--- config.mk ---
export PLATFORM = sky130hd
export DESIGN_NAME = trig_capture
export DESIGN_NICKNAME = d
export VERILOG_FILES = /design/src/rtl/trig_capture.sv
export SDC_FILE = /design/constraint.sdc
export NUM_CORES = 1
export LEC_CHECK = 0
export BUFFER_PORTS_ARGS = -buffer_cell sky130_fd_sc_hd__buf_2
export CORE_UTILIZATION = 31
export DETAILED_ROUTE_END_ITERATION = 12
export PLACE_DENSITY = 0.46
export SYNTH_ARGS = -nofsm -noshare
export SYNTH_HDL_FRONTEND = slang
export SYNTH_SLANG_ARGS = --single-unit
--- constraint.sdc ---
create_clock -name clk -period 3.65 [get_ports clk]
set_input_delay 0.73 -clock clk [delete_from_list [all_inputs] [get_ports clk]]
set_output_delay 0.73 -clock clk [all_outputs]
set_load 0.03 [all_outputs]
--- src/rtl/trig_capture.sv ---
// Captures the first synchronised trigger edge per frame, averages it over 2^AVG_LOG2
// frames and offers the result on valid/ready, while also driving a frame-aligned PWM.
module trig_capture #(
  parameter int CNT_W       = 8,
  parameter int AVG_LOG2    = 2,
  parameter int SYNC_STAGES = 2
) (
  input  logic             clk,
  input  logic             n_rst,
  input  logic [CNT_W-1:0] counter,
  input  logic             frame_rst,
  input  logic             trigger,
  input  logic             sample_ready,
  output logic [CNT_W-1:0] sample,
  output logic             sample_valid,
  output logic             pwm_out,
  output logic             no_trig,
  output logic             overrun
);
  localparam int ACC_W  = CNT_W + AVG_LOG2;
  localparam int FCNT_W = (AVG_LOG2 > 0) ? AVG_LOG2 : 1;
  localparam logic [FCNT_W-1:0] FCNT_LAST = FCNT_W'((1 << AVG_LOG2) - 1);
  localparam logic [CNT_W-1:0]  CAP_NONE  = '1;
  localparam logic [CNT_W-1:0]  SYNC_COMP = CNT_W'(SYNC_STAGES);

  typedef enum logic [1:0] {S_IDLE, S_WAIT, S_ARMED, S_DONE} state_t;

  state_t                 state_q;
  logic [SYNC_STAGES-1:0] sync_q;
  logic                   trig_prev_q;
  logic                   frst_q;
  logic [CNT_W-1:0]       cap_q;
  logic [ACC_W-1:0]       acc_q;
  logic [FCNT_W-1:0]      fcnt_q;
  logic [CNT_W-1:0]       duty_q;
  logic [CNT_W-1:0]       duty_active_q;
  logic [CNT_W-1:0]       sample_q;
  logic                   sample_valid_q;
  logic                   pwm_q;
  logic                   no_trig_q;
  logic                   overrun_q;

  logic             trig_edge;
  logic             frst_rise;
  logic             frst_fall;
  logic             close;
  logic             avg_vld;
  logic [CNT_W-1:0] cap_now;
  logic [CNT_W-1:0] cap_close;
  logic [CNT_W-1:0] duty_eff;
  logic [CNT_W-1:0] avg_d;
  logic [ACC_W-1:0] acc_d;

  always_comb begin
    trig_edge = sync_q[SYNC_STAGES-1] & ~trig_prev_q;
    frst_rise = frame_rst & ~frst_q;
    frst_fall = ~frame_rst & frst_q;
    close     = frst_rise && ((state_q == S_ARMED) || (state_q == S_DONE));
    // Undo the synchroniser delay so cap reflects the counter at the trigger rise.
    cap_now   = (counter >= SYNC_COMP) ? (counter - SYNC_COMP) : '0;
    // A frame still ARMED at the boundary closes as "no trigger", even if an edge lands now.
    cap_close = (state_q == S_DONE) ? cap_q : CAP_NONE;
    acc_d     = acc_q + ACC_W'(cap_close);
    avg_vld   = close && (fcnt_q == FCNT_LAST);
    avg_d     = CNT_W'(acc_d >> AVG_LOG2);
    // The new duty must already apply in the first window cycle of the frame.
    duty_eff  = frst_fall ? duty_q : duty_active_q;
  end

  always_ff @(posedge clk or negedge n_rst) begin
    if (!n_rst) begin
      state_q        <= S_IDLE;
      sync_q         <= '0;
      trig_prev_q    <= 1'b0;
      frst_q         <= 1'b0;
      cap_q          <= '0;
      acc_q          <= '0;
      fcnt_q         <= '0;
      duty_q         <= '0;
      duty_active_q  <= '0;
      sample_q       <= '0;
      sample_valid_q <= 1'b0;
      pwm_q          <= 1'b0;
      no_trig_q      <= 1'b0;
      overrun_q      <= 1'b0;
    end else begin
      sync_q      <= {sync_q[SYNC_STAGES-2:0], trigger};
      trig_prev_q <= sync_q[SYNC_STAGES-1];
      frst_q      <= frame_rst;
      no_trig_q   <= 1'b0;

      case (state_q)
        S_IDLE:  if (frame_rst) state_q <= S_WAIT;
        S_WAIT:  if (frst_fall) state_q <= S_ARMED;
        S_ARMED: begin
          if (frst_rise) begin
            cap_q     <= CAP_NONE;
            no_trig_q <= 1'b1;
            state_q   <= S_WAIT;
          end else if (trig_edge && !frame_rst) begin
            cap_q   <= cap_now;
            state_q <= S_DONE;
          end
        end
        S_DONE:  if (frst_rise) state_q <= S_WAIT;
        default: state_q <= S_IDLE;
      endcase

      if (close) begin
        acc_q  <= avg_vld ? '0 : acc_d;
        fcnt_q <= avg_vld ? '0 : fcnt_q + 1'b1;
      end

      if (avg_vld) begin
        duty_q <= avg_d;
        if (!sample_valid_q || sample_ready) begin
          sample_q       <= avg_d;
          sample_valid_q <= 1'b1;
        end else begin
          overrun_q <= 1'b1;
        end
      end else if (sample_valid_q && sample_ready) begin
        sample_valid_q <= 1'b0;
      end

      if (frst_fall) duty_active_q <= duty_q;
      pwm_q <= !frame_rst && (counter < duty_eff);
    end
  end

  assign sample       = sample_q;
  assign sample_valid = sample_valid_q;
  assign pwm_out      = pwm_q;
  assign no_trig      = no_trig_q;
  assign overrun      = overrun_q;
endmodule

==> metrics.csv <==
metric;value;unit
status;completed;
clk sinks;54;
critical path class;reg -> reg;
Worst R2R End;sample[7]$_DFFE_PN0P_;
top-area cell type share of the netlist area;47.2;%
final core occ;36.7;%
Critical path origin;state_q[0]$_DFFE_PN0P_;
Worst Path Required;3.86;ns
Synth Cell Area;2860;µm²
final clock skew;0.0142;ns
core area;8810;µm²
EDFF count, synth;0;
Max IR drop VDD;0.221;mV
All-Layer GR Usage;13.9;%
Final Cell Area;3230;µm²
Cell Pwr Density;804;nW/µm²
Placed Instances;380;
Synth Net Count;286;
Final Hold Fails;0;
Post-CTS Repair Setup Buffers;0;
initial antenna violation count;0;
Starting Density;32.5;%
via count;1892;
# nets final;314;
Placed Area;3110;µm²
P_leak;1.58;nW
Primary FF master, synth;dfrtp_1;
first-pass GRT wire length;10300;µm
Synth Register Bits;54;
Mean Syn Cell Area;11.4;µm²
drt total wl;5860;µm
First DRT Iteration DRCs;43;
clock buffer count from CTS;5;
Area contributors post-synth;dfrtp_1 47%, ha_1 9.2%, mux2_2 6.7%;
Clock Path Buffers;2;
Slew @ Worst Pin;0.807;ns
cell count after synthesis;251;
Place WS;0.920;ns
IO buf count;24;
Area Growth Syn to Fin;12.9;%
Die X;98.1;µm
Avg Vias per Cell;4.88;
max capacitance violation total;0;
FF-to-FF path depth;9;
RePlAce Congestion;0.727;
CP arrival;2.72;ns
H-Tree Depth;2;
WL/cell;15.1;µm
drt drc;0;
Antenna Violating Nets Remaining;0;
# diodes;0;
Reg-to-Reg Start;state_q[0]$_DFFE_PN0P_;
max frequency;398;MHz
synth cell count leaders;54 x dfrtp_1, 21 x ha_1, 18 x inv_1, 17 x mux2_2, 15 x nand2b_1;
Skew-Pair Late Insertion Delay;0.31;ns
Setup crit start kind;flip-flop;
worst hold path type;reg -> reg;
Setup TNS Final;0;ns
DIE AREA;9610;µm²
reg-to-reg slack, setup;1.14;ns
clock root buffer master;clkbuf_8;
Crit. End Element;flip-flop;
area leader, netlist;dfrtp_1;
slew margin rel.;46.2;%
worst-path maximum fanout;10;
Post-synth ARST share;100;%
layout cells sized above 1;21.8;%
Yosys cell types;49;
clock slew at the register clock pins of the worst setup and hold paths;0.10;ns
total congestion overflow;0;
I/O pins;25;
Ys Warns;0;
fin crit share;68.8;%
Cell Rows;34;
post-DP HPWL;4470;µm
Die Ht;98.1;µm
most common cell in the netlist;dfrtp_1;
largest net degree at the start of global routing;36;
Seq/Total Area, Yosys;47.2;%
final setup fails;0;
PostCTS Resize Cnt;0;
fin cells;388;
vias in the first global route;1997;
Final Max Slew Viols;0;
fin crit period;2.51;ns
Setup crit end;sample[7]$_DFFE_PN0P_;
CTS tree;done;
Layout fillers;864;
RSZ-0062 raised after global routing;false;
crit path setup slack, layout;1.14;ns
Detailed Routing Iterations Pass 1;4;
cts hold-fix bufs;0;
[state kept, by name, indices dropped and copies added, names as in the netlist]
name           count
state_q            2
overrun            1
duty_q             8
acc_q             10
no_trig            1
sync_q             2
pwm_out            1
fcnt_q             2
sample             8
cap_q              8
duty_active_q      8
trig_prev_q        1
frst_q             1
sample_valid       1
[routing by layer]
metal | vias up | wire [µm] | global-route usage [%] | share of wire [%]
li1 | 942 | - | - | -
met5 | - | 0 | 0 | 0
met2 | 22 | 2740 | 22.2 | 47
met4 | 0 | 72 | 4.55 | 1.2
met3 | 6 | 134 | 2.79 | 2.3
met1 | 922 | 2910 | 18.9 | 50
[area by class of cell]
| class | instances | area [µm²] | share of cell area, % |
|---|---|---|---|
| inverters | 18 | 67.6 | 2.09 |
| clock buffers | 6 | 82.6 | 2.56 |
| well taps | 108 | 135 | 4.18 |
| flip-flops and latches | 54 | 1350 | 41.8 |
| multi-input cells | 172 | 1410 | 43.5 |
| clock inverters | 2 | 38.8 | 1.20 |
| repair buffers | 28 | 150 | 4.65 |
[worst max-delay path, cell delays in order (launching register included)]
cell,delay (ns)
dfrtp_1,0.39
ha_1,0.25
buf_4,0.21
nand2b_1,0.10
ha_1,0.41
a21oi_1,0.25
o21bai_1,0.08
a22o_1,0.27
xor2_1,0.17
mux2_2,0.27
[where the power goes]
group	internal, W	total [W]	switching [W]
sequential	0.000814	0.000931	0.000117
combinational	0.000539	0.00124	0.000702
clock	0.000226	0.000427	0.000201
total	0.00158	0.00260	0.00102
[cells by family (layout without fill, tap and decap cells)]
group           Yosys count  after routing  synth area share (%)
compound gates           56             56                  14.6
mux                      26             26                  10.0
fa+ha+maj                22             22                  9.89
buf+inv                  25             54                  3.63
simple gates             58             58                  11.5
flops                    54             54                  47.2
xor+xnor                 10             10                  3.06
[worst min-delay path by stage]
stage | start | to | slack (ns) | cells after the start
after floorplan | sync_q[0]$_DFF_PN0_ | sync_q[1]$_DFF_PN0_ | 0.33 | 0
after global placement | sync_q[0]$_DFF_PN0_ | sync_q[1]$_DFF_PN0_ | 0.34 | 0
after detailed placement | sync_q[0]$_DFF_PN0_ | sync_q[1]$_DFF_PN0_ | 0.34 | 0
after CTS | sync_q[0]$_DFF_PN0_ | sync_q[1]$_DFF_PN0_ | 0.37 | 0
after global routing | sync_q[0]$_DFF_PN0_ | sync_q[1]$_DFF_PN0_ | 0.38 | 0
final | sync_q[0]$_DFF_PN0_ | sync_q[1]$_DFF_PN0_ | 0.36 | 0
[layout by cell type, fill, tap and decap left out, drive strengths merged, types with 8 or more instances in the layout]
cell type   n
nor2       10
nand2b     15
buf        28
dfrtp      54
a21oi       8
nand2      14
inv        19
o21ai      10
ha         21
mux2       18
mux2i       8
[per-stage QoR]
step | hold WS [ns] | total power [W]
floorplan | 0.331 | 0.00187
global placement | 0.339 | 0.00219
detailed placement | 0.344 | 0.00220
CTS | 0.369 | 0.00264
global route | 0.382 | 0.00284
finish | 0.361 | 0.00260
Power figures use the tool's default switching activity.
